### config.mk
export PLATFORM = sky130hd
export DESIGN_NAME = mem_fabric
export DESIGN_NICKNAME = d
export VERILOG_FILES = /design/src/rtl/mem_fabric_pkg.sv /design/src/rtl/mem_fabric_tagq.sv /design/src/rtl/mem_fabric.sv
export SDC_FILE = /design/constraint.sdc
export NUM_CORES = 1
export LEC_CHECK = 0
export BUFFER_PORTS_ARGS = -buffer_cell sky130_fd_sc_hd__buf_2
export CORE_AREA = 2 2 149 151
export DETAILED_ROUTE_END_ITERATION = 7
export DIE_AREA = 0 0 151 153
export MAX_ROUTING_LAYER = met4
export PLACE_DENSITY = 0.41
export REMOVE_ABC_BUFFERS = 1
export SLEW_MARGIN = 30
export SYNTH_ARGS = -nofsm -noshare
export SYNTH_HDL_FRONTEND = slang
export SYNTH_SLANG_ARGS = --single-unit
### constraint.sdc
create_clock -name clk -period 3.7 [get_ports clk]
set_clock_uncertainty 0.1 [all_clocks]
set_input_delay 0.37 -clock clk [delete_from_list [all_inputs] [get_ports clk]]
set_output_delay 0.37 -clock clk [all_outputs]
set_load 0.02 [all_outputs]
### src/rtl/mem_fabric_pkg.sv
// Shared types and helpers for the memory request fabric.
// No logic, only declarations.
// Imported by the fabric top and its tag queue.
package mem_fabric_pkg;

  typedef enum logic [0:0] {
    ARB_RR    = 1'b0,
    ARB_FIXED = 1'b1
  } arb_mode_e;

  // Width of a channel index, never narrower than one bit.
  function automatic int chan_idx_w(input int n);
    return (n > 2) ? $clog2(n) : 1;
  endfunction

endpackage

### src/rtl/mem_fabric_tagq.sv
// In-order queue of issuing-channel tags for outstanding reads.
// Latency: a pushed tag is visible at head the cycle after the push.
// Backpressure: push ignored when full, pop ignored when empty; caller gates both.
module mem_fabric_tagq
  import mem_fabric_pkg::*;
#(
  parameter int DEPTH = 4,
  parameter int W     = 2
) (
  input  logic                     clk,
  input  logic                     rst,
  input  logic                     push,
  input  logic [W-1:0]             push_dat,
  input  logic                     pop,
  output logic                     full,
  output logic                     empty,
  output logic [$clog2(DEPTH):0]   count,
  output logic [W-1:0]             head
);

  localparam int PW = $clog2(DEPTH);

  logic [W-1:0] mem [DEPTH];
  logic [PW:0]  wptr;
  logic [PW:0]  rptr;

  // Pointers carry one extra wrap bit so full and empty are distinguishable.
  always_ff @(posedge clk or posedge rst) begin
    if (rst) begin
      wptr <= '0;
      rptr <= '0;
    end else begin
      if (push && !full) wptr <= wptr + 1'b1;
      if (pop && !empty) rptr <= rptr + 1'b1;
    end
  end

  // Tag storage; contents are don't-care once the pointers are flushed.
  always_ff @(posedge clk) begin
    if (push && !full) mem[wptr[PW-1:0]] <= push_dat;
  end

  assign count = wptr - rptr;
  assign empty = (wptr == rptr);
  assign full  = (count == (PW+1)'(DEPTH));
  assign head  = mem[rptr[PW-1:0]];

endmodule

### src/rtl/mem_fabric.sv
// N-to-1 SRAM request arbiter with in-order read-response steering back to clients.
// Latency: request and response paths are both combinational (0 cycles).
// Backpressure: a stalled winner is locked until MEM accepts; reads stall when the tag queue is full.
module mem_fabric
  import mem_fabric_pkg::*;
#(
  parameter int NCH       = 4,
  parameter int AW        = 21,
  parameter int DW        = 32,
  parameter int ORD_DEPTH = 4,
  parameter int ARB_MODE  = 0,
  localparam int SW       = DW / 8
) (
  input  logic                          clk,
  input  logic                          rst,
  input  logic [NCH-1:0]                up_req_vld,
  input  logic [NCH-1:0][AW-1:0]        up_req_addr,
  input  logic [NCH-1:0]                up_req_wr,
  input  logic [NCH-1:0][SW-1:0]        up_req_dat_strb,
  input  logic [NCH-1:0][DW-1:0]        up_req_dat,
  output logic [NCH-1:0]                up_req_gnt,
  output logic [NCH-1:0]                up_rsp_vld,
  output logic [DW-1:0]                 up_rsp_dat,
  input  logic [NCH-1:0]                up_rsp_gnt,
  output logic                          dn_req_vld,
  output logic [AW-1:0]                 dn_req_addr,
  output logic                          dn_req_wr,
  output logic [SW-1:0]                 dn_req_dat_strb,
  output logic [DW-1:0]                 dn_req_dat,
  input  logic                          dn_req_gnt,
  input  logic                          dn_rsp_vld,
  input  logic [DW-1:0]                 dn_rsp_dat,
  output logic                          dn_rsp_gnt,
  output logic [$clog2(ORD_DEPTH):0]    outstanding,
  output logic                          err_orphan
);

  localparam int CW    = chan_idx_w(NCH);
  localparam bit FIXED = (ARB_MODE == int'(ARB_FIXED));

  logic [CW-1:0]  rr_ptr;
  logic           lock;
  logic [CW-1:0]  lock_ch;
  logic [NCH-1:0] elig;
  logic [CW-1:0]  rr_win;
  logic [CW-1:0]  fx_win;
  logic [CW-1:0]  win;
  logic [CW-1:0]  win_next;
  logic           xfer;
  logic           q_full;
  logic           q_empty;
  logic [CW-1:0]  q_head;
  logic           q_push;
  logic           q_pop;

  // A channel may compete if it is a write, or a read with a free tag slot.
  always_comb begin
    elig = '0;
    for (int i = 0; i < NCH; i++) begin
      elig[i] = up_req_vld[i] && (up_req_wr[i] || !q_full);
    end
  end

  // Candidate winners for both policies; the lock overrides either.
  always_comb begin
    rr_win = rr_ptr;
    fx_win = '0;
    for (int k = NCH - 1; k >= 0; k--) begin
      if (elig[(int'(rr_ptr) + k) % NCH]) rr_win = CW'((int'(rr_ptr) + k) % NCH);
    end
    for (int i = NCH - 1; i >= 0; i--) begin
      if (elig[i]) fx_win = CW'(i);
    end
    win = lock ? lock_ch : (FIXED ? fx_win : rr_win);
  end

  assign dn_req_vld      = |elig;
  assign dn_req_addr     = up_req_addr[win];
  assign dn_req_wr       = up_req_wr[win];
  assign dn_req_dat_strb = up_req_dat_strb[win];
  assign dn_req_dat      = up_req_dat[win];
  assign xfer            = dn_req_vld && dn_req_gnt;
  assign up_req_gnt      = xfer ? (NCH'(1) << win) : '0;
  assign win_next        = (win == CW'(NCH - 1)) ? '0 : win + 1'b1;
  assign q_push          = xfer && !up_req_wr[win];

  // Arbitration state: round-robin pointer and stall lock.
  always_ff @(posedge clk or posedge rst) begin
    if (rst) begin
      rr_ptr  <= '0;
      lock    <= 1'b0;
      lock_ch <= '0;
    end else begin
      if (xfer) begin
        lock <= 1'b0;
        if (!FIXED) rr_ptr <= win_next;
      end else if (dn_req_vld) begin
        lock    <= 1'b1;
        lock_ch <= win;
      end
    end
  end

  // Route each response to the channel at the head of the tag queue.
  always_comb begin
    up_rsp_vld = '0;
    dn_rsp_gnt = 1'b1;
    q_pop      = 1'b0;
    if (!q_empty) begin
      up_rsp_vld[q_head] = dn_rsp_vld;
      dn_rsp_gnt         = up_rsp_gnt[q_head];
      q_pop              = dn_rsp_vld && up_rsp_gnt[q_head];
    end
  end

  assign up_rsp_dat = dn_rsp_dat;

  // Sticky flag for responses with no matching outstanding read.
  always_ff @(posedge clk or posedge rst) begin
    if (rst) err_orphan <= 1'b0;
    else if (q_empty && dn_rsp_vld) err_orphan <= 1'b1;
  end

  mem_fabric_tagq #(
    .DEPTH (ORD_DEPTH),
    .W     (CW)
  ) u_tagq (
    .clk      (clk),
    .rst      (rst),
    .push     (q_push),
    .push_dat (win),
    .pop      (q_pop),
    .full     (q_full),
    .empty    (q_empty),
    .count    (outstanding),
    .head     (q_head)
  );

endmodule

# Word level (Yosys, flattened, before mapping)
# Memories as Yosys holds them, arrays and structs flattened.
# Index checks and enable logic that the tools add are counted.
[word_totals]
elab_cells = 91
mem_bits_rw = 8
register_bits = 12
output_inout_bits = 104
latch_bits = 0
n_memories = 1
rom_bits = 0
[op_classes]
n_mux = 37
n_addsub = 7
bitwise = 5
n_lt_le_gt_ge = 7
n_div = 0
mul = 0
eq_ne = 3
shifts = 1
n_reduce_logical = 24
[mem_list]
columns = ["memory", "words", "word_bits", "rd", "rd_clocked_by_memory_dff", "wr", "line_no", "rtl"]
rows = [
  ["u_tagq.mem", 4, 2, 1, 0, 1, "mem_fabric_tagq.sv:23", "logic [W-1:0] mem [DEPTH];"],
]
[ops]
columns = ["op", "n"]
rows = [
  ["$bmux 32 s2", 1],
  ["$bmux 21 s2", 1],
  ["$mux 32", 1],
  ["$mux 21", 1],
  ["$mux 1", 16],
  ["$bmux 1 s2", 6],
  ["$lt 3x4->1 const B", 3],
  ["$mux 2", 6],
  ["$mux 4", 3],
  ["$logic_and 1x1->1", 11],
  ["$lt 2x3->1 const B", 3],
  ["$bmux 4 s2", 1],
  ["$add 3x1->3 const B", 2],
  ["$reduce_or 2->1", 3],
  ["$add 2x1->2 const B", 2],
  ["$add 2x2->2 const B", 2],
  ["$and 4x4->4", 1],
  ["$logic_or 1x1->1", 4],
  ["$reduce_or 4->1", 1],
  ["$shl 1x2->4 const A", 1],
  ["$and 1x1->1 const A", 3],
  ["$eq 3x3->1", 1],
  ["$eq 3x3->1 const B", 1],
  ["$logic_not 1->1", 3],
  ["other kinds (7)", 7],
]

# Depth between registers and ports, before layout
# Gate-level depths: netlist of run 1.
[depth]
word_depth = 20
ltp_mapped = 14

# Modules after synthesis
# A second synthesis of run 1 with hierarchy kept.
[hier_totals]
cells_unflattened = 350
area_unflattened_um2 = 3618.5
[by_module_without_submodules]
columns = ["mod", "n_inst", "seq_area_each_um2", "cells_per_inst", "area_per_inst_um2"]
rows = [
  ["mem_fabric", 1, 150.1, 291, 2839.0],
  ["mem_fabric_tagq", 1, 390.4, 59, 779.5],
]

# Worst setup path after synthesis of run 1
# Ideal clock, no wire load.
[synth_path]
path_type = "register to output"
startpoint = "register u_tagq.rptr[0]"
endpoint = "output port dn_req_dat[16]"
stages_incl_launch_ff = 12
arrival_time_ps = 3153
path_buffers = 3
required_ps = 3230
path_slack_ps = 77
path_cell_list = "dfrtp_1 -> ha_1 -> fa_1 -> nand2_1 -> clkbuf_1 -> o31ai_1 -> o211a_1 -> a21o_1 -> buf_6 -> clkbuf_1 -> nand2_1 -> a31oi_1"
[synth_via]
elab_chain_len = 15
[synth_rtl]
columns = ["item", "line_no", "rtl"]
rows = [
  ["from (decl)", "mem_fabric_tagq.sv:25", "logic [PW:0] rptr;"],
  ["from (signal assigned)", "mem_fabric_tagq.sv:34", "if (pop && !empty) rptr <= rptr + 1'b1;"],
  ["$sub 3x3->3 (*)", "mem_fabric_tagq.sv:43", "assign count = wptr - rptr;"],
  ["$eq 3x3->1 (*)", "mem_fabric_tagq.sv:45", "assign full = (count == (PW+1)'(DEPTH));"],
  ["$logic_not 1->1 (*)", "mem_fabric.sv:60", "elig[i] = up_req_vld[i] && (up_req_wr[i] || !q_full);"],
  ["$logic_or 1x1->1", "mem_fabric.sv:60", ""],
  ["$logic_and 1x1->1", "mem_fabric.sv:60", ""],
  ["$bmux 1 s2", "mem_fabric.sv:69", "if (elig[(int'(rr_ptr) + k) % NCH]) rr_win = CW'((int'(rr_ptr) + k) % NCH);"],
  ["$mux 1 (not written as such) (2 in a row)", "mem_fabric.sv:69", ""],
  ["$mux 2 (3 in a row)", "mem_fabric.sv:69", ""],
  ["$mux 2 (*)", "mem_fabric.sv:69", ""],
  ["$mux 2 (*)", "mem_fabric.sv:74", "win = lock ? lock_ch : (FIXED ? fx_win : rr_win);"],
  ["via u_tagq.push_dat[1]", "mem_fabric_tagq.sv:13", "input logic [W-1:0] push_dat,"],
  ["$bmux 32 s2 (*)", "mem_fabric.sv:81", "assign dn_req_dat = up_req_dat[win];"],
  ["$mux 32 (not written as such) (*)", "mem_fabric.sv:81", ""],
  ["to (decl)", "mem_fabric.sv:29", "output logic [DW-1:0] dn_req_dat,"],
]
# The timed path passes the listed nets; every way through them passes the cells marked *. The select of a mux whose other input is x is not followed.

# Final worst setup path of run 1
[layout_path]
startpoint = "register u_tagq.rptr[0]"
endpoint = "output port dn_req_addr[4]"
[layout_via]
elab_chain_len = 15
[layout_rtl]
columns = ["item", "line_no", "rtl"]
rows = [
  ["$sub 3x3->3 (*)", "mem_fabric_tagq.sv:43", ""],
  ["$eq 3x3->1 (*)", "mem_fabric_tagq.sv:45", ""],
  ["$logic_not 1->1 (*)", "mem_fabric.sv:60", ""],
  ["$logic_or 1x1->1", "mem_fabric.sv:60", ""],
  ["$logic_and 1x1->1", "mem_fabric.sv:60", ""],
  ["$bmux 1 s2", "mem_fabric.sv:69", ""],
  ["$mux 1 (not written as such) (2 in a row)", "mem_fabric.sv:69", ""],
  ["$mux 2 (3 in a row)", "mem_fabric.sv:69", ""],
  ["$mux 2 (*)", "mem_fabric.sv:69", ""],
  ["$mux 2 (*)", "mem_fabric.sv:74", ""],
  ["$bmux 21 s2 (*)", "mem_fabric.sv:78", "assign dn_req_addr = up_req_addr[win];"],
  ["$mux 21 (not written as such) (*)", "mem_fabric.sv:78", ""],
  ["to (decl)", "mem_fabric.sv:26", "output logic [AW-1:0] dn_req_addr,"],
]
# Mark *: on every way between the ends. The rest lies on a longest branch, timed or not. The select of a mux whose other input is x is not followed.

==> results of run 1 <==
[flip-flops by register name, indices dropped and copies added (netlist names)]
| register | flops |
|---|---|
| u_tagq.rptr | 3 |
| lock | 1 |
| u_tagq.wptr | 3 |
| rr_ptr | 2 |
| err_orphan | 1 |
| u_tagq.mem | 8 |
| lock_ch | 2 |
[final timing paths]
check,end,slack (ns),cells past startpoint
hold / removal,lock$_DFFE_PP0P_,0.04,2
min in group clk,err_orphan$_DFFE_PP0P_,0.33,2
max in group asynchronous,u_tagq.rptr[1]$_DFFE_PP0P_,3.11,2
setup reg to reg,u_tagq.mem[0][0]$_DFFE_PP_,0.40,12
setup / recovery,dn_req_addr[4],-0.13,16
hold reg to reg,err_orphan$_DFFE_PP0P_,0.37,1
[power by group through the flow]
stage                     registers, mW  clock network [mW]  logic [mW]
final                             0.419               0.307        7.63
after global routing              0.428               0.320        8.13
after CTS                         0.413               0.311        6.47
after floorplan                   0.413                   0        2.89
after detailed placement          0.406                   0        4.71
after global placement            0.410                   0        4.73
[layout by cell type, fill, tap and decap left out, types with 2 or more instances in the layout]
master,instances
sky130_fd_sc_hd__nand4_1,5
sky130_fd_sc_hd__ha_1,6
sky130_fd_sc_hd__a31oi_4,11
sky130_fd_sc_hd__o31ai_4,3
sky130_fd_sc_hd__o2bb2ai_1,3
sky130_fd_sc_hd__and3_1,34
sky130_fd_sc_hd__nand2_2,21
sky130_fd_sc_hd__o211a_1,2
sky130_fd_sc_hd__buf_16,11
sky130_fd_sc_hd__buf_12,17
sky130_fd_sc_hd__nor2b_1,2
sky130_fd_sc_hd__and3_4,26
sky130_fd_sc_hd__buf_8,2
sky130_fd_sc_hd__o311ai_4,3
sky130_fd_sc_hd__xnor2_1,5
sky130_fd_sc_hd__buf_6,14
sky130_fd_sc_hd__xnor3_2,2
sky130_fd_sc_hd__a21oi_1,4
sky130_fd_sc_hd__nand2_4,21
sky130_fd_sc_hd__nand2_1,191
sky130_fd_sc_hd__buf_4,75
sky130_fd_sc_hd__nor3_1,2
sky130_fd_sc_hd__nor2_1,10
sky130_fd_sc_hd__nand3_1,3
sky130_fd_sc_hd__a31oi_2,2
sky130_fd_sc_hd__clkbuf_16,12
sky130_fd_sc_hd__ha_4,2
sky130_fd_sc_hd__o31a_1,2
sky130_fd_sc_hd__mux2_2,2
sky130_fd_sc_hd__nand3_2,2
sky130_fd_sc_hd__a31oi_1,45
sky130_fd_sc_hd__inv_1,15
sky130_fd_sc_hd__buf_2,262
sky130_fd_sc_hd__o21ai_0,3
sky130_fd_sc_hd__mux4_2,3
sky130_fd_sc_hd__dfrtp_1,12
sky130_fd_sc_hd__o2111ai_1,2
sky130_fd_sc_hd__edfxtp_1,8
[metrics by stage]
step                instance area, µm²  util, %  setup TNS, ns
finish                            7040     32.8          -3.66
floorplan                         2930        -        -121.28
CTS                               6210     28.9          -4.20
global route                      7040     32.8         -10.59
global placement                  5160     24.0              0
detailed placement                5160     24.0              0
[critical path: stages (launching register included)]
cell                       delay, ns
sky130_fd_sc_hd__dfrtp_1        0.41
sky130_fd_sc_hd__ha_4           0.17
sky130_fd_sc_hd__fa_2           0.35
sky130_fd_sc_hd__xnor3_2        0.29
sky130_fd_sc_hd__buf_6          0.16
sky130_fd_sc_hd__o311ai_4       0.24
sky130_fd_sc_hd__o211ai_1       0.17
sky130_fd_sc_hd__a21o_4         0.27
sky130_fd_sc_hd__buf_12         0.14
sky130_fd_sc_hd__inv_16         0.07
sky130_fd_sc_hd__buf_12         0.10
sky130_fd_sc_hd__buf_12         0.11
sky130_fd_sc_hd__buf_16         0.11
sky130_fd_sc_hd__nand2_1        0.05
sky130_fd_sc_hd__and3_1         0.16
sky130_fd_sc_hd__a31oi_1        0.15
sky130_fd_sc_hd__buf_4          0.16
[per-layer routing]
layer	up-vias	wire length (µm)
li1	2492	-
met1	2453	8860
met2	297	10100
met3	42	1900
met4	0	631
met5	-	0
[layout make-up]
type,instances,area (µm²),share of cell area [%]
Tap cell,280,350,4.98
Antenna cell,1,2.50,0.0355
Timing Repair Buffer,390,2930,41.6
Multi-Input combinational cell,434,3020,42.9
Sequential cell,20,541,7.68
Inverter,18,88.8,1.26
Clock buffer,3,75.1,1.07
Clock inverter,1,30.0,0.426
[what timing repair did]
item,CTS,global route
setup endpoints to repair,61,62
gates resized for setup,93,139
setup buffers,23,10
pin swaps,17,58
hold buffers,0,0
gates cloned,12,9
[kinds of logic after synthesis]
family                   after synthesis  synth area share [%]
adder cells (fa/ha/maj)                9                  3.50
flip-flops                            20                  15.7
XOR/XNOR                               6                  1.93
AND/OR/NAND/NOR                      321                  40.7
buffers and inverters                 90                  16.8
multiplexers                           6                  2.95
AO/OA/AOI/OAI                         91                  18.4
==> results.md, run 1 <==
Pwr:
- For this design the total switching power over the nets is ~4.1 mW.
- The total leakage power is between 3 and 4 nW.
- The maximum vdd drop is ~0.00044 V.
- The clock share of power is approximately 3.7%.
- The internal power of the cells totals between 4 and 5 mW.
- Net switching is between 40 and 50% of the power.
- In this run the power density over the cells is around 1200 mW/mm².
- The sequential share of power is 5.0%.
- The completed layout was analyzed and its total power is roughly 8.4 mW.
- The part of the total power dissipated in combinational logic is between 90% and 100%.

Global route:
- The number of antenna violations at the first check in global routing was 1.
- The number of global-route vias before repair is between 5000 and 6000.
- The met1 layer usage reported by global route is between 20% and 30%.
- After global routing the overflow that remains totals 0.
- Global routing consumed, over all layers together, between 15 and 20% of the routing resources.
- Entering global routing, the biggest net connects 37 pins.
- For met3 alone, demand over resource in global routing was 4.54%.
- The global routing usage on met2 is between 20% and 30%.
- The first global-routing pass estimated ~29000 µm of wire.
- The global routing stage identified its most utilized layer as met2.

Synth:
- Sequential elements use between 10% and 20% of the synthesized area.
- The top cell type by area accounts for about a quarter of the synthesized area.
- Summing every instance area after synthesis gives ~0.0034 mm².
- The cell accounting for the most synthesized area is sky130_fd_sc_hd__nand2_1.
- In this run the mean area of a mapped cell was roughly 6.3 µm².
- The most frequent cell after synthesis is sky130_fd_sc_hd__nand2_1.
- The fraction of registers with async set or reset after synthesis is between 60% and 70%.
- In the synthesized netlist the dominant register cell turns out to be sky130_fd_sc_hd__dfrtp_1.
- Yosys printed 0 warnings.
- The distinct cell type count after synthesis is 49.
- By area the synthesized netlist is led by sky130_fd_sc_hd__nand2_1 25%, sky130_fd_sc_hd__and3_1 11%, sky130_fd_sc_hd__a31oi_1 11%.
- The number of enable flip-flop cells after synthesis is 8.
- The synthesis-stage register bit count is 20.
- After synthesis, the most frequently instantiated cells are 233 x sky130_fd_sc_hd__nand2_1, 60 x sky130_fd_sc_hd__and3_1, 58 x sky130_fd_sc_hd__a31oi_1.
- Synthesis produced ~540 cells.

Critical path:
- The critical path endpoint category is a primary output.
- The maximum fanout along the worst path is 6.
- The critical path starts at u_tagq.rptr[0]$_DFFE_PP0P_.
- The critical path is of the reg -> out type.
- The worst setup path is launched from a flop.
- The required time at the endpoint of the critical path is 3.23 ns.
- The data arrival time of the critical path is around 3.4 ns.
- In this run the critical register-to-register path is launched from u_tagq.rptr[0]$_DFFE_PP0P_.

Detailed routing:
- The average vias per placed instance is roughly 4.6.
- The number of vias after detailed routing is around 5300.
- After detailed routing, the number of remaining DRC violations is 0.
- The pre-antenna-repair detailed-routing pass consisted of 5 iterations.
- The final antenna-violating net count is 0.
- The count of routing violations after the opening detailed-route iteration is 234.
- The routed length per placed instance is roughly 19 µm.
- For this block, the routed nets add up to between 20000 and 25000 µm of wire.

Die:
- The floorplan has 54 rows.
- In this run the standard cell core region covers between 0.02 and 0.025 mm².
- The full die area is roughly 0.023 mm².
- The die is approximately 150 µm wide.
- Once the floorplan was initialized, standard cells occupied 16.0% of the core.
- The number of top-level design ports is 380.
- The die extent in y is roughly 150 µm.

Cells and area:
- The synthesis-to-finish area growth is 105%.
- The number of inserted filler cells in the final layout is between 2000 and 2500.
- Cells with a size suffix above 1 make up a little under 60% of the layout.
- The number of non-filler instances in the completed layout is around 1100.
- The number of nets in the layout is about 1200.

STA:
- The achievable clock frequency is between 200 and 300 MHz.
- The final critical path takes up 103% of the cycle.
- The number of failing hold endpoints at the final stage is 0.
- The number of slew-limit violations in the final report came to 0.
- The worst-case hold slack is between 0.03 and 0.04 ns.
- The routed design could run at a clock period as short as around 3.8 ns.
- At the pin with the least slew margin, the transition time is 0.529 ns.
- The number of setup violations in the final report is 54.
- Setup repair after global routing could not meet its margin everywhere.
- The relative slew slack is between 60 and 70%.
- The final worst slack is -0.129 ns.

Status:
- The run finished, with violations left.
- The checks that failed: setup timing.

CTS:
- The number of buffers created by CTS is 3.
- The clock sink count is 20.
- The clock-pin slew on the worst setup and hold paths is ~0.060 ns.
- The worst-skew pair later-pin latency is ~0.26 ns.
- The CTS tree is yes.
- In this run the deepest clock path goes through 2 buffers.
- The cell sitting at the root of the clock tree is a sky130_fd_sc_hd__clkbuf_16.
- The total number of H-tree levels is 1.

Worst hold path:
- In this run the worst hold path is classified as in -> async.

Flow run:
- Across the run, the number of max-cap violations was 0.

Placed design:
- Timing analysis after detailed placement gives a worst setup slack of 0.0298 ns.
- The routability-driven placement congestion ratio is 0.798.
- The instance count after placement with tap cells included is 1091.
- The HPWL after detailed placement is between 10000 and 15000 µm.
- Port buffering added approximately 320 buffers.
Note: power is estimated with default switching activity, not from simulation.
==> inputs of run 2 (changes only) <==
CORE_AREA = 2 2 146 148   (was 2 2 149 151)
DIE_AREA = 0 0 148 150   (was 0 0 151 153)
PLACE_DENSITY = 0.43   (was 0.41)
SETUP_SLACK_MARGIN = 0.02   (was unset)
SLEW_MARGIN = unset   (was 30)
SYNTH_HIERARCHICAL = 1   (was unset)
==> run 2 against run 1 <==
The run still ends with setup timing left. First-iteration DRC count down 66%. Wire length down 20%. Die area down 3.9%. Cell area down 9.1%. Fmax down 2.2%. Count of clock-buffer cells in the layout unchanged. Combinational power down 21%. Largest cell class unchanged. Largest power group unchanged. Highest routed layer unchanged.
==> results.md, run 2 <==
Status:
- The flow ran to the end, but the final reports show violations.
- The checks that failed: setup timing.

Synth:
- The gate count after technology mapping came to 350 (-36%).
- The adder-cell share of the synthesized area was 2.97% (-0.52 points).
- The summed instance area of the synthesized netlist was 0.00362 mm² (+5.4%).
- The average cell area after synthesis came to 10.3 µm² (+63%).
- The simple logic cell fraction of the synthesized area is 7.75% (-33 points).
- The synthesis-stage register bit count is 20 (unchanged).
- The xor/xnor cell area share of the yosys netlist is 1.63% (-0.31 points).
- Counting instances in the post-synthesis netlist gives the leading cell types as 174 x sky130_fd_sc_hd__mux2i_1, 32 x sky130_fd_sc_hd__buf_4, 12 x sky130_fd_sc_hd__dfrtp_1, 12 x sky130_fd_sc_hd__inv_1.
- The complex-gate fraction of the synthesized area came to 5.77% (-13 points).
- Among all cell types in the netlist, the one instantiated most often is sky130_fd_sc_hd__mux2i_1.
- The fraction of registers with async set or reset after synthesis is 60.0% (unchanged).
- The share of synthesized area occupied by flip-flops and latches was 14.9% (-0.80 points).
- The number of enable flip-flop cells after synthesis is 8 (unchanged).
- The distinct cell type count after synthesis is 57 (+16%).
- The largest total area in the synthesized netlist belongs to sky130_fd_sc_hd__mux2i_1.
- The mux cell area share after synthesis is 50.9% (+48 points).
- The main flop type after synthesis is sky130_fd_sc_hd__dfrtp_1.
- The largest family of logic cells by synthesized area is multiplexers.
- The total number of yosys warnings is 6 (+6).
- Sorting the synthesized cells by area gives the leading types as sky130_fd_sc_hd__mux2i_1 48%, sky130_fd_sc_hd__dfrtp_1 8.3%, sky130_fd_sc_hd__buf_4 6.6%.
- The top cell type's share of synthesized area was 48.1% (+23 points).

STA:
- The worst-case hold slack is 0.238 ns (+0.198 ns).
- Setup repair after global routing could not meet its margin everywhere.
- The final critical path time including I/O delays and setup is 3.91 ns (+0.0854 ns).
- The final worst slack is -0.214 ns (-0.0854 ns).
- The relative slew slack came to 77.8% (+13 points).
- The setup TNS is -9.89 ns (-6.23 ns).
- The achievable clock frequency is 255 MHz (-2.2%).
- The number of slew-limit violations in the final report was 0 (unchanged).
- The final critical-path share of the clock period is 106% (+2.3 points).
- The number of setup violations in the final report was 72 (+33%).
- The number of failing hold endpoints at the final stage is 0 (unchanged).
- The slew of the pin with the lowest slew margin came to 0.330 ns (-0.200 ns).

Global route:
- The total grt overflow was 0 (unchanged).
- The wire length of the first global-routing pass came to 23300 µm (-20%).
- The number of global-route vias before repair is 3911 (-25%).
- The maximum number of pins on one net before global-route repair is 31 (-16%).
- The global-route total usage across every layer is 14.4% (-2.4 points).
- The number of antenna violations at the first check in global routing is 0 (-1).

Die:
- The number of top-level design ports is 380 (unchanged).
- The initial core utilization is 17.5% (+1.5 points).
- The die extent in y is 150 µm (-2.0%).
- The area of the core is 0.0207 mm² (-3.7%).
- The full die area is 0.0222 mm² (-3.9%).
- The die extent in x is 148 µm (-2.0%).
- The site row count is 53 (-1.9%).

Pwr:
- The power consumption came to 6.71 mW (-20%).
- The maximum vdd drop came to 0.000401 V (-8.1%).
- The cell area power density is 1050 mW/mm² (-12%).
- The total leakage power is 3.45 nW (-3.1%).

Cells and area:
- The number of nets in the layout came to 977 (-15%).
- The most frequent standard cell in the layout excluding fill and tap cells is sky130_fd_sc_hd__buf_2.
- From synthesis to final layout, the design area changed by 76.9%.
- The area occupied by multi-input gates is 0.00273 mm² (-9.8%).
- The sequential cell area came to 541 µm² (unchanged).
- The number of inserted filler cells in the final layout was 2228 (-3.5%).
- The flip-flop count of the largest register, all copies and words added came to 8 (unchanged).
- The fraction of final layout cells with drive strength greater than 1 is 64.2% (+6.2 points).
- The library cells used most frequently in the layout, excluding fill and tap cells, are 286 x sky130_fd_sc_hd__buf_2, 161 x sky130_fd_sc_hd__mux2i_1, 60 x sky130_fd_sc_hd__buf_4.
- The final antenna diode count is 0 (-1).

Critical path:
- The required time at the endpoint of the critical path is 3.23 ns (about the same).
- The critical path in this run is classified as reg -> out.
- The launching instance or port of the critical path is u_tagq/wptr[0]$_DFFE_PP0P_.
- The maximum fanout along the worst path is 12 (+6).
- The data arrival time of the critical path is 3.44 ns (+0.08 ns).
- The worst setup path is launched from a flop.
- The critical path endpoint category is a primary output.
- The startpoint of the most critical register-to-register path is u_tagq/wptr[0]$_DFFE_PP0P_.

Detailed routing:
- The count of routing violations after the opening detailed-route iteration is 80 (-66%).
- The final wirelength was 17200 µm (-20%).
- The number of iterations in the first detailed-routing pass came to 4 (-1).
- The number of DRC violations after detailed routing is 0 (unchanged).
- The number of vias after detailed routing is 3968 (-25%).
- The routed length per placed instance is 17.7 µm (-5.2%).
- The final antenna-violating net count is 0 (unchanged).
- The average vias per placed instance is 4.10 (-11%).

CTS:
- The number of buffers on the longest clock path is 2 (unchanged).
- The worst-skew pair later-pin latency is 0.25 ns (about the same).
- The clock sink count is 20 (unchanged).
- The CTS tree is yes.
- The total number of H-tree levels is 1 (unchanged).
- The number of buffers created by CTS is 3 (unchanged).
- The clock root buffer is sky130_fd_sc_hd__clkbuf_16.
- The clock-pin slew on the worst setup and hold paths came to 0.06 ns (about the same).

Worst hold path:
- The worst hold path belongs to the class in -> reg.
- The worst hold path startpoint is dn_rsp_vld.

Placed design:
- The HPWL after detailed placement is 14000 µm (+0.78%).
- The routability-driven placement congestion ratio is 0.790 (-1.0%).
- The post-place setup slack came to -0.129 ns (-0.159 ns).
- The port buffer count is 315 (unchanged).

Flow run:
- The count of max-cap constraint violations is 0 (unchanged).
## run 2: cell type report
class	count	area share (%)
clock buffers	3	1.17
clock inverters	1	0.469
inverters	13	0.879
well taps	275	5.37
multi-input cells	263	42.6
flip-flops and latches	20	8.44
repair buffers	392	41.1
## run 2: cell families after synthesis
kind of cell               after synthesis
xor gates and xnor gates                 5
and+or+nand+nor                         46
AOI/OAI and AO/OA                       24
adders and majority gates                8
DFF                                     20
muxes                                  180
buffers and inverters                   67
## run 2: final timing paths
path	end	slack, ns	depth (start not counted)
min in group asynchronous	u_tagq/wptr[1]$_DFFE_PP0P_	0.50	3
setup reg to reg	u_tagq/mem[2][1]$_DFFE_PP_	-0.13	18
hold / removal	err_orphan$_DFFE_PP0P_	0.24	2
hold reg to reg	err_orphan$_DFFE_PP0P_	0.35	1
max in group asynchronous	rr_ptr[0]$_DFFE_PP0P_	2.76	3
setup / recovery	dn_req_addr[9]	-0.21	17
## run 2: metal layers
layer  GRT usage (%)  share of wire, %
met1            18.8                45
met2            22.7                47
met3            5.06               8.2
met4           0.429              0.18
met5               -                 0
## run 2: worst max-delay path, cell delays in order (launching register included)
cell and delay (ns):
sky130_fd_sc_hd__dfrtp_1 0.39, sky130_fd_sc_hd__inv_2 0.09, sky130_fd_sc_hd__ha_4 0.13, sky130_fd_sc_hd__inv_2 0.03, sky130_fd_sc_hd__fa_2 0.52, sky130_fd_sc_hd__nand2b_4 0.14
sky130_fd_sc_hd__nor2b_4 0.04, sky130_fd_sc_hd__buf_6 0.13, sky130_fd_sc_hd__nor2b_4 0.13, sky130_fd_sc_hd__o211ai_2 0.15, sky130_fd_sc_hd__a31oi_2 0.14, sky130_fd_sc_hd__a221oi_4 0.31
sky130_fd_sc_hd__buf_12 0.18, sky130_fd_sc_hd__buf_16 0.16, sky130_fd_sc_hd__buf_4 0.13, sky130_fd_sc_hd__mux2i_1 0.26, sky130_fd_sc_hd__mux2i_1 0.10, sky130_fd_sc_hd__buf_2 0.16
## run 2: metrics by stage
| step | instance area, µm² | util (%) | std cells |
|---|---|---|---|
| CTS | 6250 | 30.2 | 961 |
| global placement | 5470 | 26.4 | 931 |
| floorplan | 3090 | - | 296 |
| finish | 6400 | 30.9 | 967 |
| detailed placement | 5470 | 26.4 | 931 |
| global route | 6400 | 30.9 | 967 |
## run 2: timing repair
action / 4_1_cts / 5_1_grt
gates resized for setup: 88 / 23
endpoints found under the setup margin: 70 / 73
gates cloned: 6 / 1
setup buffers: 19 / 6
hold endpoints to repair: 12 / 0
pin swaps: 4 / 5
hold buffers: 1 / 0
## run 2: report_power, final
group / switching [mW] / internal [mW] / leakage [nW]
Clock: 0.0808 / 0.214 / 0.0511
Sequential: 0.0666 / 0.336 / 0.213
Combinational: 2.84 / 3.18 / 3.19
==> inputs of run 3 (changes only) <==
ABC_AREA = 1   (was unset)
CORE_AREA = 2 2 150 152   (was 2 2 146 148)
DIE_AREA = 0 0 152 154   (was 0 0 148 150)
==> run 3 against run 2 <==
The flow still finishes with violations (setup timing). Largest power group unchanged. Wire length grew 18%. Sequential power grew 4%. Total power grew 27%. Cell area grew 6.1%. Area after synthesis grew 10%. Global-route usage grew 1.6 points. Flip-flop and latch count is the same. Count of clock-buffer cells in the layout is the same.
==> results.md, run 3 <==
Detailed routing:
- The routed length per placed instance is 14.6 µm (-18%).
- The final antenna-violating net count is 0 (unchanged).
- The average vias per placed instance was 4.09 (-0.39%).
- The number of DRC violations after detailed routing is 0 (unchanged).
- The final wirelength is 20300 µm (+18%).
- The count of routing violations after the opening detailed-route iteration is 282 (+250%).
- The number of iterations in the first detailed-routing pass is 4 (unchanged).
- The number of vias after detailed routing is 5665 (+43%).

Pwr:
- The cell area power density was 1260 mW/mm² (+20%).
- The maximum vdd drop was 0.000493 V (+23%).
- The total leakage power was 4.17 nW (+21%).

Status:
- The flow ran to the end, but the final reports show violations.
- The final reports fail on setup timing.

Cells and area:
- The library cell used most frequently in the layout, excluding fill and tap cells, is sky130_fd_sc_hd__nand2_1.
- The number of nets in the layout is 1390 (+42%).
- The post-layout instance area came to 0.00679 mm² (+6.1%).
- The final core area utilization was 31.3% (+0.38 points).
- The flip-flop count of the largest register, all copies and words added is 8 (unchanged).
- Compared with the post-synthesis result, the final layout area differs by 70.3%.
- The number of non-filler instances in the completed layout is 1386 (+43%).
- In the layout the commonest cells are 520 x sky130_fd_sc_hd__nand2_1, 264 x sky130_fd_sc_hd__buf_2, 68 x sky130_fd_sc_hd__buf_4.
- The fraction of final layout cells with drive strength greater than 1 came to 43.1% (-21 points).

Critical path:
- The startpoint of the most critical register-to-register path is u_tagq/wptr[0]$_DFFE_PP0P_.
- The endpoint of the worst-slack reg-to-reg timing path is u_tagq/mem[0][0]$_DFFE_PP_.
- The worst setup path is of the reg -> out kind.
- The data arrival time of the critical path is 3.38 ns (-0.06 ns).
- On the critical path, the stage with the largest delay is an instance of sky130_fd_sc_hd__fa_2.
- The required time at the endpoint of the critical path is 3.23 ns (about the same).
- The critical path launch point type is a flop.
- The delay of the slowest critical-path stage was 0.55 ns (+0.03 ns).
- Among the stages of the critical path, the cell type that occurs most often is sky130_fd_sc_hd__nand2_2.
- STA classifies the critical path endpoint as a primary output.
- The maximum fanout along the worst path is 7 (-5).
- The number of cells traversed by the worst register-to-register path was 28 (+10).
- The flop-to-flop setup slack was -0.01 ns (+0.12 ns).

Die:
- The full die area is 0.0234 mm² (+5.4%).
- The die extent in x is 152 µm (+2.7%).
- The area of the core is 0.0217 mm² (+4.8%).
- The site row count was 54 (+1.9%).
- The number of top-level design ports came to 380 (unchanged).
- The die extent in y came to 154 µm (+2.7%).
- The initial core utilization was 18.4% (+0.90 points).

Placed design:
- The port buffer count is 315 (unchanged).
- The instance count after placement with tap cells included came to 1351 (+45%).
- The routability-driven placement congestion ratio is 0.788 (-0.25%).
- The HPWL after detailed placement came to 15200 µm (+8.2%).
- The area of placed instances is 0.00580 mm² (+6.2%).

CTS:
- The clock-pin slew on the worst setup and hold paths is 0.06 ns (about the same).
- The number of buffers on the longest clock path is 2 (unchanged).
- The worst-skew pair later-pin latency came to 0.25 ns (about the same).
- The number of buffers created by CTS is 3 (unchanged).
- The tree is rooted in a sky130_fd_sc_hd__clkbuf_16.
- The total number of H-tree levels is 1 (unchanged).
- The CTS tree is yes.
- The clock sink count is 20 (unchanged).

STA:
- The relative slew slack came to 64.4% (-13 points).
- The number of failing hold endpoints at the final stage was 0 (unchanged).
- The final critical-path share of the clock period came to 104% (-1.7 points).
- The final critical path time including I/O delays and setup came to 3.85 ns (-0.0643 ns).
- The final worst slack came to -0.150 ns (+0.0643 ns).
- The achievable clock frequency is 260 MHz (+1.7%).
- The slew of the pin with the lowest slew margin came to 0.534 ns (+0.204 ns).
- The worst-case hold slack is 0.253 ns (+0.0157 ns).
- Setup repair after global routing could not meet its margin everywhere.
- The number of setup violations in the final report is 63 (-13%).
- The number of slew-limit violations in the final report is 0 (unchanged).

Synth:
- By instance count, the leading cell after synthesis is sky130_fd_sc_hd__nand2_1.
- The largest family of logic cells by synthesized area is simple AND/OR/NAND/NOR gates.
- The fraction of registers with async set or reset after synthesis is 60.0% (unchanged).
- The xor/xnor cell area share of the yosys netlist is 0.439% (-1.2 points).
- The complex-gate fraction of the synthesized area is 3.29% (-2.5 points).
- The average cell area after synthesis is 5.06 µm² (-51%).
- The share of synthesized area occupied by flip-flops and latches is 13.6% (-1.4 points).
- The distinct cell type count after synthesis is 35 (-39%).
- By count the netlist is led by 549 x sky130_fd_sc_hd__nand2_1, 42 x sky130_fd_sc_hd__buf_4, 34 x sky130_fd_sc_hd__inv_1.
- In the post-synthesis netlist, the biggest area contributors are sky130_fd_sc_hd__nand2_1 52%, sky130_fd_sc_hd__buf_4 7.9%, sky130_fd_sc_hd__dfrtp_1 7.5%.
- The gate count after technology mapping is 789 (+130%).
- The summed instance area of the synthesized netlist was 0.00399 mm² (+10%).
- The mux cell area share after synthesis was 0% (-51 points).
- The adder-cell share of the synthesized area is 2.70% (-0.28 points).
- The cell accounting for the most synthesized area is sky130_fd_sc_hd__nand2_1.
- The total number of yosys warnings came to 6 (unchanged).
- The most used flip-flop cell after synthesis is sky130_fd_sc_hd__dfrtp_1.
- The number of enable flip-flop cells after synthesis was 8 (unchanged).
- The top cell type's share of synthesized area is 51.7% (+3.5 points).
- The simple logic cell fraction of the synthesized area was 63.3% (+56 points).
- The synthesis-stage register bit count is 20 (unchanged).

Flow run:
- The count of max-cap constraint violations came to 0 (unchanged).

Global route:
- The total grt overflow came to 0 (unchanged).
- The wire length of the first global-routing pass came to 29400 µm (+26%).
- The global-route total usage across every layer was 16.0% (+1.6 points).
- The number of global-route vias before repair was 5514 (+41%).
- The maximum number of pins on one net before global-route repair is 36 (+16%).
- The number of antenna violations at the first check in global routing was 1 (+1).

Worst hold path:
- The type of the tightest min-delay check is in -> reg.
- The cell depth of the worst min-delay path is 2 (unchanged).
- The worst hold path startpoint is dn_rsp_vld.
- The hold path endpoint is err_orphan$_DFFE_PP0P_.
## run 3: changes by cell type after synthesis, sizes merged, moves of 5 or more
cell   before  now
nand2       9  578
o21ai       3   10
buf        48   63
and2        5    0
nand3       1   29
inv        12   40
mux2i     174    0
nor2b       7    0
nor2        7   12
## run 3: logic make-up (layout without fill, tap and decap cells)
logic type,after synthesis,after routing
and+or+nand+nor,627,627
buffers and inverters,110,426
AOI/OAI and AO/OA,22,22
DFF,20,20
adders and majority gates,8,8
xor gates and xnor gates,2,2
other,0,1
## run 3: layer usage
metal | vias to the layer above | track usage, % | part of all wire (%)
met3 | 24 | 4.26 | 6.9
met1 | 2431 | 20.1 | 43
li1 | 2980 | - | -
met4 | 0 | 2.14 | 1.3
met5 | - | - | 0
met2 | 230 | 26.6 | 49
## run 3: layout make-up
class                      instances  area [µm²]
antenna                            1        2.50
clock buffer                       3        75.1
clock inverter                     1        3.75
fill                            2482       14900
inverter                          40         184
multi-input combinational        659        3000
sequential                        20         541
tap                              280         350
timing repair buffer             381        2620
timing repair inverter             1        16.3
## run 3: worst max-delay path: cells and delay by family (launching register included)
family | cells | cell delay [ns]
compound gates | 1 | 0.19
simple gates | 14 | 0.96
fa+ha+maj | 2 | 0.67
flops | 1 | 0.38
buf+inv | 9 | 0.90
## run 3: worst max path at each step
stage,endpoint,start,slack (ns)
CTS,dn_req_dat[16],u_tagq/wptr[0]$_DFFE_PP0P_,-0.14
finish,dn_req_addr[12],u_tagq/wptr[0]$_DFFE_PP0P_,-0.15
floorplan,up_req_gnt[3],u_tagq/wptr[0]$_DFFE_PP0P_,-1.76
global placement,dn_req_addr[3],u_tagq/wptr[0]$_DFFE_PP0P_,-0.04
global route,dn_req_addr[1],u_tagq/wptr[0]$_DFFE_PP0P_,-0.30
detailed placement,dn_req_dat[0],u_tagq/wptr[0]$_DFFE_PP0P_,-0.11
## run 3: report_power, final
part / switching [mW] / internal, mW / total [mW] / leakage, nW
combinational: 4.55 / 3.35 / 7.90 / 3.91
clock: 0.0759 / 0.144 / 0.220 / 0.0385
sequential: 0.0839 / 0.336 / 0.420 / 0.218
total: 4.71 / 3.83 / 8.54 / 4.17
## run 3: what timing repair did
action	CTS	global route
pin swaps	27	10
setup buffers	15	7
cloned	4	4
hold endpoints to repair	12	0
resized for setup	123	44
setup endpoints to repair	68	71
hold buffers	1	0
## run 3: metrics by stage
| step | setup WS (ns) | TNS, ns | total power, mW |
|---|---|---|---|
| floorplan | -1.76 | -119.40 | 4.22 |
| global placement | -0.0406 | -0.424 | 6.56 |
| detailed placement | -0.105 | -2.81 | 6.54 |
| CTS | -0.143 | -4.69 | 8.07 |
| global route | -0.297 | -17.21 | 9.34 |
| finish | -0.150 | -4.40 | 8.54 |
